### src/rtl/data_island_packet_scheduler.sv
// HDMI data-island slot scheduler: picks ACR, audio, AVI, audio InfoFrame
// or null per packet slot and acknowledges the chosen packet source.
module data_island_packet_scheduler #(
  parameter int unsigned SAMPLE_COUNT_MAX        = 8,
  parameter int unsigned SAMPLES_PER_PACKET      = 4,
  parameter bit          AUDIO_INFO_FRAME_ENABLE = 1'b1
) (
  input  logic       clk_pixel,
  input  logic       reset_n,
  input  logic       packet_enable,
  input  logic       frame_start,
  input  logic       acr_request,
  input  logic       sample_valid,
  output logic [7:0] packet_type,
  output logic [3:0] sample_present,
  output logic [2:0] sample_take,
  output logic       acr_ack,
  output logic       avi_ack,
  output logic       audio_info_ack,
  output logic       sample_overflow
);

  localparam logic [3:0] CMAX = 4'(SAMPLE_COUNT_MAX);
  localparam logic [2:0] SPP  = 3'(SAMPLES_PER_PACKET);

  logic [3:0] count;
  logic       acr_pending;
  logic       avi_pending;
  logic       ainfo_pending;

  logic       sel_acr;
  logic       sel_aud;
  logic       sel_avi;
  logic       sel_ainfo;
  logic [2:0] n_avail;
  logic [2:0] take_n;
  logic [3:0] nxt_present;
  logic [7:0] nxt_type;
  logic [4:0] cnt_sum;
  logic       cnt_sat;

  // Decision uses only registered pending state, so same-cycle
  // requests wait for the following slot.
  always_comb begin
    sel_acr   = 1'b0;
    sel_aud   = 1'b0;
    sel_avi   = 1'b0;
    sel_ainfo = 1'b0;
    n_avail   = (count > {1'b0, SPP}) ? SPP : count[2:0];
    if (packet_enable) begin
      if (acr_pending)        sel_acr   = 1'b1;
      else if (count != 4'd0) sel_aud   = 1'b1;
      else if (avi_pending)   sel_avi   = 1'b1;
      else if (ainfo_pending) sel_ainfo = 1'b1;
    end
    take_n      = sel_aud ? n_avail : 3'd0;
    nxt_present = 4'((5'd1 << take_n) - 5'd1);
    nxt_type    = 8'h00;
    unique case (1'b1)
      sel_acr:   nxt_type = 8'h01;
      sel_aud:   nxt_type = 8'h02;
      sel_avi:   nxt_type = 8'h82;
      sel_ainfo: nxt_type = 8'h84;
      default:   nxt_type = 8'h00;
    endcase
  end

  assign cnt_sum = {1'b0, count} + 5'(sample_valid) - 5'(take_n);
  assign cnt_sat = (count == CMAX) && sample_valid && (take_n == 3'd0);

  always_ff @(posedge clk_pixel or negedge reset_n) begin
    if (!reset_n) begin
      count           <= 4'd0;
      acr_pending     <= 1'b0;
      avi_pending     <= 1'b0;
      ainfo_pending   <= 1'b0;
      packet_type     <= 8'h00;
      sample_present  <= 4'd0;
      sample_take     <= 3'd0;
      acr_ack         <= 1'b0;
      avi_ack         <= 1'b0;
      audio_info_ack  <= 1'b0;
      sample_overflow <= 1'b0;
    end else begin
      acr_ack        <= sel_acr;
      avi_ack        <= sel_avi;
      audio_info_ack <= sel_ainfo;
      sample_take    <= take_n;
      if (packet_enable) begin
        packet_type    <= nxt_type;
        sample_present <= nxt_present;
      end
      if (acr_request)  acr_pending <= 1'b1;
      else if (sel_acr) acr_pending <= 1'b0;
      if (frame_start)  avi_pending <= 1'b1;
      else if (sel_avi) avi_pending <= 1'b0;
      if (frame_start && AUDIO_INFO_FRAME_ENABLE) ainfo_pending <= 1'b1;
      else if (sel_ainfo)                         ainfo_pending <= 1'b0;
      if (cnt_sat) sample_overflow <= 1'b1;
      else         count           <= cnt_sum[3:0];
    end
  end

endmodule

### config.mk
export PLATFORM = sky130hd
export DESIGN_NAME = data_island_packet_scheduler
export DESIGN_NICKNAME = d
export VERILOG_FILES = /design/src/rtl/data_island_packet_scheduler.sv
export SDC_FILE = /design/constraint.sdc
export NUM_CORES = 1
export LEC_CHECK = 0
export BUFFER_PORTS_ARGS = -buffer_cell sky130_fd_sc_hd__buf_2
export CAP_MARGIN = 15
export CORE_AREA = 2 2 41 59
export CTS_CLUSTER_SIZE = 16
export DETAILED_ROUTE_END_ITERATION = 10
export DIE_AREA = 0 0 43 61
export GPL_TIMING_DRIVEN = 0
export PLACE_DENSITY = 0.73
export SYNTH_ARGS = -nofsm -noshare
export SYNTH_HDL_FRONTEND = slang
export SYNTH_SLANG_ARGS = --single-unit
### constraint.sdc
create_clock -name clk_pixel -period 2.64 [get_ports clk_pixel]
set_input_delay 0.396 -clock clk_pixel [delete_from_list [all_inputs] [get_ports clk_pixel]]
set_output_delay 0.396 -clock clk_pixel [all_outputs]
set_load 0.1 [all_outputs]
==> results of run 1 <==
## path summary, 6_finish.rpt
check,start,to,slack (ps),depth (start not counted)
max,acr_pending$_DFFE_PN0P_,count[3]$_DFFE_PN0N_,150,9
min,reset_n,packet_type[2]$_DFFE_PN0P_,20,1
max reg2reg,acr_pending$_DFFE_PN0P_,count[3]$_DFFE_PN0N_,150,9
min reg2reg,sample_overflow$_DFFE_PN0P_,sample_overflow$_DFFE_PN0P_,480,1
max in group asynchronous,reset_n,count[1]$_DFFE_PN0N_,2300,1
min in group clk_pixel,acr_request,acr_pending$_DFFE_PN0P_,270,2
## cell usage in the layout (no fill, tap or decap), drive strengths merged, types with 2 or more instances in the layout
master	netlist	final
inv	6	6
o21ai	4	4
and2	3	3
clkbuf	0	3
nand2	2	2
a21o	7	7
a21oi	3	3
nor2	5	5
nand2b	5	5
nand3	2	2
ha	7	7
buf	4	24
conb	1	4
dfrtp	22	22
## per-layer routing
metal / routed length [um] / GRT usage / vias up
met5: 0 / 0 / -
met4: 27 / 0.0519 / 0
met3: 88 / 0.0268 / 4
met2: 954 / 0.294 / 23
met1: 728 / 0.181 / 343
li1: - / - / 328
## cell type report
class                      count  area (um^2)  area share
timing repair buffer          20          100      0.0832
tap                           22         27.5      0.0229
sequential                    22          551       0.458
multi-input combinational     54          415       0.345
buffer                         4         30.0      0.0250
inverter                       7         26.3      0.0219
clock inverter                 1         30.0      0.0250
clock buffer                   3         22.5      0.0187
## worst max-delay path, stage by stage, from the launching register on
cell	delay (ps)
dfrtp_1	420
and2b_4	300
and3_1	240
ha_1	170
inv_1	70
ha_1	260
a21o_1	180
a21oi_1	200
xor2_1	210
mux2_2	350
## state kept, by name, indices dropped and copies added, names as in the netlist
name / count
acr_ack: 1
acr_pending: 1
ainfo_pending: 1
audio_info_ack: 1
avi_ack: 1
avi_pending: 1
count: 4
packet_type: 4
sample_overflow: 1
sample_present: 4
sample_take: 3
## where the power goes
group	leakage [uW]	total [uW]	switching [uW]	internal [uW]
clock network	0.0000279	261	108	154
logic	0.000353	601	411	190
registers	0.000270	471	68.1	403
total	0.000651	1330	587	746
## synth_stat cells, drive strengths merged, types with 2 or more instances
master / number / area [um^2]
and2: 3 / 18.8
inv: 6 / 22.5
o21ai: 4 / 20.0
buf: 4 / 30.0
a21oi: 3 / 15.0
nand2b: 5 / 31.3
nor2: 5 / 21.3
a21o: 7 / 52.6
dfrtp: 22 / 551
ha: 7 / 87.6
nand3: 2 / 22.5
nand2: 2 / 7.51
## cells by family after synthesis
family                   share of synthesized area
flip-flops                                   0.547
AO/OA/AOI/OAI                                0.112
multiplexers                                0.0112
buffers and inverters                       0.0560
adder cells (fa/ha/maj)                      0.107
other                                      0.00373
XOR/XNOR                                    0.0174
AND/OR/NAND/NOR                              0.146
## per-stage QoR
step                utilization  hold slack [ps]  instances  setup slack, ps  power [uW]
finish                    0.572             16.8        133              145        1330
detailed placement        0.545              385        129              113        1070
global route              0.572             45.0        133            0.571        1410
CTS                       0.570             39.8        133              139        1330
global placement          0.545              376        129              200        1040
floorplan                     -              100         87              369         956
## timing repair
item	CTS	global route
setup endpoints to repair	0	1
resized for setup	0	1
setup buffers	0	0
==> run summary, run 1 <==
Worst-case clock buffer depth: 2
Count of flip-flops with a built-in enable after synthesis: 0
Tcrit/Tclk final: 0.945
Critical path start-end classification: reg -> reg
Number of nets still failing antenna checks after routing: 0
Worst-case vdd ir drop: 796 uV
First-pass GRT wire length: 3060 um
Total clock buffers created by CTS: 3
Vias after detailed routing: 698
Number of buffers added to fix hold violations after cts: 0
Highest clock frequency the design can meet: 401 MHz
Arr. time, crit path: 2710 ps
Vias in the first global route: 685
Clk_skew: 5.15 ps
Pwr/cell area: 1110 mW/mm^2
Sinks on Clock Net: 22
Pins over their slew limit: 0
Global-route usage over all layers: 0.157
Clock tree from TritonCTS: yes
Max Fanout on Critical Path: 5
Total Wirelength: 1800 um
Die W: 43 um
Number of warnings reported in the yosys synthesis log: 0
Total of fill cells in the finished design: 183
DR WL/cell: 13.5 um
CTS clk-pin slew, worst paths: 130 ps
Nets: 126
Post-Synthesis Cell Area: 0.00101 mm^2
DIE AREA: 0.00262 mm^2
Violation count after the first detailed-routing iteration: 12
Clock root buffer: clkbuf_4
Cell variety after synth: 29
Placed instance area: 0.00114 mm^2
Post-synth ARST share: 1.00
Nature of the critical path endpoint: flop
Synth-to-Final Area Change: 19.5%
Area of all placed cells without fillers: 0.00120 mm^2
Worst min-delay path class: in -> async
Synth Instances: 84
Share of cells above drive strength 1: 0.306
Setup repair after global routing missed its margin: no
Starting density of the core: 0.479
Core Rows: 20
Maximum Capacitance Violations: 0
Leak pwr: 0.000651 uW
Final Wtd Congestion: 0.735
Accumulated negative setup slack: 0 ps
Final hold violations: 0
Level count of the clock H-tree: 1
DP Wirelength: 1370 um
Core box area: 0.00210 mm^2
Minimum clock period after layout: 2490 ps
Number of remaining DRC errors: 0
Dominant synthesized flop cell: dfrtp_1
Inserted Diodes: 0
Share of synthesized area occupied by flip-flops and latches: 0.547
Status: completed
# port buffers: 20
Die span in y: 61 um
I/O pin cnt: 25
Remaining global-route overflow: 0
Final setup fails: 0
Startpoint types: flop
Yosys reg bits: 22
Mean Syn Cell Area: 12.0 um^2
Number of optimization iterations in the first detailed-route pass: 5
Crit path required time: 2860 ps
Antenna violations before repair: 0
Worst skew pair latency: 310 ps
Largest net degree at the start of global routing: 23
Via density per instance: 5.25
(Power assumes the default switching activity.)
==> inputs of run 2 (changes only) <==
--- a/config.mk
+++ b/config.mk
@@ -7,12 +7,11 @@
 export LEC_CHECK = 0
 export BUFFER_PORTS_ARGS = -buffer_cell sky130_fd_sc_hd__buf_2
 export CAP_MARGIN = 15
-export CORE_AREA = 2 2 41 59
+export CORE_AREA = 2 2 48 68
 export CTS_CLUSTER_SIZE = 16
 export DETAILED_ROUTE_END_ITERATION = 10
-export DIE_AREA = 0 0 43 61
+export DIE_AREA = 0 0 50 70
 export GPL_TIMING_DRIVEN = 0
-export PLACE_DENSITY = 0.73
 export SYNTH_ARGS = -nofsm -noshare
 export SYNTH_HDL_FRONTEND = slang
 export SYNTH_SLANG_ARGS = --single-unit
==> run summary, run 2 (synthesis results as in run 1) <==
Most common cell after layout, fill and taps aside: dfrtp_1
Post-CTS Repair Setup Buffers: 0 (unchanged)
First-pass GRT wire length: 2990 um (-2.0%)
Crit path required time: 2780 ps (-80 ps)
Share of cells above drive strength 1: 0.300 (-0.00631)
Worst min-delay path class: in -> async
Final Wtd Congestion: 0.796 (+8.3%)
Clk_skew: 2.04 ps (-3.11 ps)
Number of nets still failing antenna checks after routing: 0 (unchanged)
Nature of the critical path endpoint: flop
Startpoint types: flop
Pwr/cell area: 1030 mW/mm^2 (-7.1%)
Number of optimization iterations in the first detailed-route pass: 4 (-1)
Largest net degree at the start of global routing: 23 (unchanged)
Worst-case vdd ir drop: 441 uV (-45%)
Die W: 50 um (+16%)
DP Wirelength: 1330 um (-3.1%)
Critical path start-end classification: reg -> reg
Minimum clock period after layout: 2430 ps (-63.8 ps)
Total chip power: 1240 uW (-6.7%)
Placed instance area: 0.00117 mm^2 (+1.9%)
Final setup fails: 0 (unchanged)
Max Fanout on Critical Path: 5 (unchanged)
Pins over their slew limit: 0 (unchanged)
End of the worst register-to-register path: count[3]$_DFFE_PN0N_
Level count of the clock H-tree: 1 (unchanged)
Sinks on Clock Net: 22 (unchanged)
Accumulated negative setup slack: 0 ps (unchanged)
Global-route usage over all layers: 0.109 (-0.0481)
Worst-case clock buffer depth: 2 (unchanged)
Clock root buffer: clkbuf_8
Arr. time, crit path: 2580 ps (-130 ps)
CTS clk-pin slew, worst paths: 70 ps (-60 ps)
Biggest regs: count: 4 flops, packet_type: 4 flops, sample_present: 4 flops
Register-to-register path setup slack: 210 ps (+60 ps)
Via density per instance: 4.46 (-15%)
Vias in the first global route: 652 (-4.8%)
Final design utilization: 0.406 (-0.166)
Worst skew pair latency: 250 ps (-60 ps)
Starting density of the core: 0.338 (-0.140)
Number of buffers added to fix hold violations after cts: 0 (unchanged)
Setup Slack @ Placement: 159 ps (+46.3 ps)
Remaining global-route overflow: 0 (unchanged)
Maximum Capacitance Violations: 0 (unchanged)
Total clock buffers created by CTS: 3 (unchanged)
Highest clock frequency the design can meet: 411 MHz (+2.6%)
Clock tree from TritonCTS: yes
Core Rows: 24 (+20%)
Total of fill cells in the finished design: 299 (+63%)
Antenna violations before repair: 0 (unchanged)
# port buffers: 20 (unchanged)
Leak pwr: 0.000643 uW (-1.1%)
Tcrit/Tclk final: 0.921 (-0.0242)
Vias after detailed routing: 665 (-4.7%)
Setup repair after global routing missed its margin: no
DR WL/cell: 11.1 um (-18%)
Most frequent cells in the layout: 22 x dfrtp_1, 20 x buf_2, 7 x a21o_1, 7 x ha_1
Nets: 126 (unchanged)
Area of all placed cells without fillers: 0.00121 mm^2 (+0.42%)
Reg-to-Reg Start: acr_pending$_DFFE_PN0P_
Number of remaining DRC errors: 0 (unchanged)
Quantity of gates resized following cts: 0 (unchanged)
I/O pin cnt: 25 (unchanged)
Die span in y: 70 um (+15%)
Final worst slack: 209 ps (+63.8 ps)
Total Wirelength: 1650 um (-8.2%)
Status: completed
Cell count of the worst reg-to-reg path: 8 (-1)
Synth-to-Final Area Change: 20.0%
DIE AREA: 0.00350 mm^2 (+33%)
Inserted Diodes: 0 (unchanged)
Final hold violations: 0 (unchanged)
Core box area: 0.00297 mm^2 (+41%)
Violation count after the first detailed-routing iteration: 12 (unchanged)
==> run 2: changes by cell type in the layout (fill, tap and decap cells not counted), sizes merged <==
cell and change:
bufinv -1
==> run 2: power breakdown <==
| group | internal [uW] | total [uW] | switching (uW) |
|---|---|---|---|
| Combinational | 187 | 584 | 398 |
| Sequential | 403 | 457 | 54.1 |
| Clock | 102 | 201 | 99.9 |
| Total | 692 | 1240 | 552 |
==> run 2: final cells by class <==
type	count	area, um^2	area share
multi-input cells	54	410	0.340
plain buffers	4	30.0	0.0249
well taps	39	48.8	0.0404
repair buffers	20	100	0.0829
flip-flops and latches	22	551	0.456
clock buffers	3	41.3	0.0342
inverters	7	26.3	0.0218
==> run 2: worst max path at each step <==
stage | slack [ps] | start | cells past startpoint | endpoint
floorplan | 370 | acr_pending$_DFFE_PN0P_ | 8 | count[3]$_DFFE_PN0N_
global placement | 200 | packet_enable | 9 | count[3]$_DFFE_PN0N_
detailed placement | 160 | packet_enable | 10 | count[3]$_DFFE_PN0N_
CTS | 190 | acr_pending$_DFFE_PN0P_ | 9 | count[3]$_DFFE_PN0N_
global route | 60 | acr_pending$_DFFE_PN0P_ | 9 | count[3]$_DFFE_PN0N_
finish | 210 | acr_pending$_DFFE_PN0P_ | 8 | count[3]$_DFFE_PN0N_
==> run 2: stage by stage <==
step | cells | hold WS [ps]
6_report | 149 | 82.5
5_1_grt | 149 | 119
4_1_cts | 149 | 105
3_5_place_dp | 146 | 383
3_3_place_gp | 146 | 377
2_1_floorplan | 87 | 100
==> run 2: critical path: stages (launching register included) <==
cell and delay, ps:
dfrtp_1 410, and2b_4 300, nand3_4 90, ha_1 330
ha_1 310, a21o_1 190, a21oi_1 170, xor2_1 180
mux2_2 340
==> run 2: layer usage <==
layer	track usage	part of all wire	vias to the layer above
met5	0	0	-
met4	0.0278	0.010	0
met3	0.0192	0.031	2
met2	0.192	0.55	14
met1	0.135	0.41	320
li1	-	-	329
==> inputs of run 3 (changes only) <==
--- a/config.mk
+++ b/config.mk
@@ -5,12 +5,13 @@
 export SDC_FILE = /design/constraint.sdc
 export NUM_CORES = 1
 export LEC_CHECK = 0
+export ABC_AREA = 1
 export BUFFER_PORTS_ARGS = -buffer_cell sky130_fd_sc_hd__buf_2
 export CAP_MARGIN = 15
-export CORE_AREA = 2 2 48 68
+export CORE_AREA = 2 2 49 69
 export CTS_CLUSTER_SIZE = 16
 export DETAILED_ROUTE_END_ITERATION = 10
-export DIE_AREA = 0 0 50 70
+export DIE_AREA = 0 0 51 71
 export GPL_TIMING_DRIVEN = 0
 export SYNTH_ARGS = -nofsm -noshare
 export SYNTH_HDL_FRONTEND = slang
==> constraint.sdc (replaced) <==
create_clock -name clk_pixel -period 2.64 [get_ports clk_pixel]
set_input_delay 0.528 -clock clk_pixel [delete_from_list [all_inputs] [get_ports clk_pixel]]
set_output_delay 0.528 -clock clk_pixel [all_outputs]
set_load 0.1 [all_outputs]
==> run summary, run 3 <==
Leak pwr: 0.000718 uW (+12%)
Crit path required time: 2840 ps (+60 ps)
Yosys reg bits: 22 (unchanged)
Cell count of the worst reg-to-reg path: 10 (+2)
Pins over their slew limit: 0 (unchanged)
# port buffers: 20 (unchanged)
Delay-heaviest family, CP: simple AND/OR/NAND/NOR gates
Maximum Capacitance Violations: 0 (unchanged)
Nature of the critical path endpoint: flop
Number of placed instances with taps included: 172 (+18%)
Inserted Diodes: 0 (unchanged)
Reg-to-Reg Start: acr_pending$_DFFE_PN0P_
Core box area: 0.00303 mm^2 (+2.0%)
Number of optimization iterations in the first detailed-route pass: 4 (unchanged)
Clock tree from TritonCTS: yes
Die W: 51 um (+2.0%)
Worst skew pair latency: 260 ps (about the same)
Area of all placed cells without fillers: 0.00125 mm^2 (+3.8%)
Share of cells above drive strength 1: 0.270 (-0.0299)
Accumulated negative setup slack: 0 ps (unchanged)
Violation count after the first detailed-routing iteration: 11 (-1)
Antenna violations before repair: 0 (unchanged)
Number of nets still failing antenna checks after routing: 0 (unchanged)
Via density per instance: 4.30 (-3.8%)
I/O pin cnt: 25 (unchanged)
Synth Instances: 110 (+31%)
Setup Slack @ Placement: 126 ps (-33.0 ps)
Most numerous cell types in the synthesized netlist: 22 x dfrtp_1, 22 x nand2_1, 17 x inv_1
Number of remaining DRC errors: 0 (unchanged)
Max Fanout on Critical Path: 10 (+5)
Critical path's largest stage delay: 340 ps (-70 ps)
Vias in the first global route: 724 (+11%)
Final design utilization: 0.413 (+0.00722)
Final Wtd Congestion: 0.819 (+2.9%)
Quantity of gates resized following cts: 0 (unchanged)
DP Wirelength: 1350 um (+1.7%)
Total of fill cells in the finished design: 332 (+11%)
Placed instance area: 0.00120 mm^2 (+2.8%)
First-pass GRT wire length: 2890 um (-3.4%)
End of the worst register-to-register path: count[3]$_DFFE_PN0N_
Number of buffers added to fix hold violations after cts: 0 (unchanged)
Synth-to-Final Area Change: 20.7%
Worst min-delay path class: in -> async
Die span in y: 71 um (+1.4%)
Pwr/cell area: 1060 mW/mm^2 (+2.9%)
Post-synth ARST share: 1.00 (unchanged)
Status: completed
Starting density of the core: 0.342 (+0.00403)
Mean Syn Cell Area: 9.44 um^2 (-21%)
Core Rows: 24 (unchanged)
Final std cells w/o fill: 176 (+18%)
Highest clock frequency the design can meet: 455 MHz (+11%)
Sinks on Clock Net: 22 (unchanged)
Tcrit/Tclk final: 0.833 (-0.0875)
DIE AREA: 0.00362 mm^2 (+3.5%)
Final worst slack: 440 ps (+231 ps)
Biggest regs: count: 4 flops, packet_type: 4 flops, sample_present: 4 flops
Largest net degree at the start of global routing: 23 (unchanged)
Level count of the clock H-tree: 1 (unchanged)
Dominant synthesized flop cell: dfrtp_1
Startpoint types: input pin
Most frequent cells in the layout: 22 x nand2_1, 22 x dfrtp_1, 20 x buf_2
Cell type with the largest total area after synthesis: dfrtp_1
Count of flip-flops with a built-in enable after synthesis: 0 (unchanged)
Timing startpoint of the critical path: packet_enable
Cells along the critical path: buf_2 > inv_2 > nor2_4 > inv_2 > nor2_1 > inv_1 > ha_1 > ha_1 > a21oi_1 > nand2_1 > or2_2 > nand3_1
Vias after detailed routing: 756 (+14%)
CTS clk-pin slew, worst paths: 70 ps (about the same)
Cell types with the largest area share after synthesis: dfrtp_1 53%, ha_1 8.4%, nand2_1 8.0%
Clock root buffer: clkbuf_8
Minimum clock period after layout: 2200 ps (-231 ps)
Clk_skew: 2.67 ps (+0.626 ps)
Nets: 152 (+21%)
Remaining global-route overflow: 0 (unchanged)
Register-to-register path setup slack: 500 ps (+290 ps)
Number of warnings reported in the yosys synthesis log: 0 (unchanged)
Cell variety after synth: 22 (-24%)
Worst-case clock buffer depth: 2 (unchanged)
Total Wirelength: 1680 um (+1.5%)
Final setup fails: 0 (unchanged)
DR WL/cell: 9.52 um (-14%)
Critical path start-end classification: in -> reg
Share of synthesized area occupied by flip-flops and latches: 0.530 (-0.0171)
Post-Synthesis Cell Area: 0.00104 mm^2 (+3.2%)
Setup repair after global routing missed its margin: no
Arr. time, crit path: 2400 ps (-180 ps)
Bufs and invs on worst path: 4 (+4)
Global-route usage over all layers: 0.106 (-0.00319)
Proportion of netlist area held by the largest area contributor: 0.530 (-0.0171)
Total clock buffers created by CTS: 3 (unchanged)
Post-CTS Repair Setup Buffers: 0 (unchanged)
Slowest cell on the critical path: ha_1
Worst-case vdd ir drop: 370 uV (-16%)
Final hold violations: 0 (unchanged)
-- run 3: worst max-delay path by stage --
| stage | slack, ps | end | depth (start not counted) |
|---|---|---|---|
| 6_report | 440 | count[3]$_DFFE_PN0N_ | 12 |
| 3_3_place_gp | 160 | count[3]$_DFFE_PN0N_ | 12 |
| 2_1_floorplan | 520 | count[3]$_DFFE_PN0N_ | 11 |
| 4_1_cts | 400 | count[3]$_DFFE_PN0N_ | 12 |
| 3_5_place_dp | 130 | count[3]$_DFFE_PN0N_ | 12 |
| 5_1_grt | 260 | count[3]$_DFFE_PN0N_ | 12 |
-- run 3: layout make-up --
cell class | instances | area [um^2] | share of cell area
buffer | 4 | 30.0 | 0.0240
clock buffer | 4 | 55.1 | 0.0439
inverter | 21 | 78.8 | 0.0629
multi-input combinational | 66 | 390 | 0.311
sequential | 22 | 551 | 0.439
tap | 39 | 48.8 | 0.0389
timing repair buffer | 20 | 100 | 0.0798
-- run 3: per-stage QoR --
step / power (uW) / hold slack, ps
2_1_floorplan: 999 / 232
3_3_place_gp: 1100 / 449
3_5_place_dp: 1110 / 450
4_1_cts: 1350 / 230
5_1_grt: 1430 / 250
6_report: 1330 / 218
-- run 3: cells by family after synthesis --
kind of cell | after synthesis | synth area share
AO/OA/AOI/OAI | 5 | 0.0265
XOR/XNOR | 2 | 0.0169
adder cells (fa/ha/maj) | 8 | 0.104
buffers and inverters | 25 | 0.105
flip-flops | 22 | 0.530
other | 1 | 0.00361
AND/OR/NAND/NOR | 47 | 0.214
-- run 3: routing by layer --
| layer | GRT usage | vias up | share of wire | routed length, um |
|---|---|---|---|---|
| met5 | 0 | - | 0 | 0 |
| met2 | 0.195 | 18 | 0.54 | 902 |
| li1 | - | 383 | - | - |
| met1 | 0.107 | 351 | 0.40 | 666 |
| met4 | 0.0721 | 0 | 0.028 | 47 |
| met3 | 0.0127 | 4 | 0.036 | 60 |
-- run 3: power breakdown --
group / leakage [uW] / switching, uW / internal, uW
Clock: 0.0000288 / 98.4 / 133
Combinational: 0.000417 / 474 / 180
Sequential: 0.000272 / 37.4 / 406
-- run 3: worst register-to-register path: stages, from the launching register on --
cell,delay (ps)
dfrtp_1,420
nor2_4,170
inv_2,80
nor2_1,150
inv_1,80
ha_1,280
ha_1,340
a21oi_1,150
nand2_1,70
or2_2,270
nand3_1,70
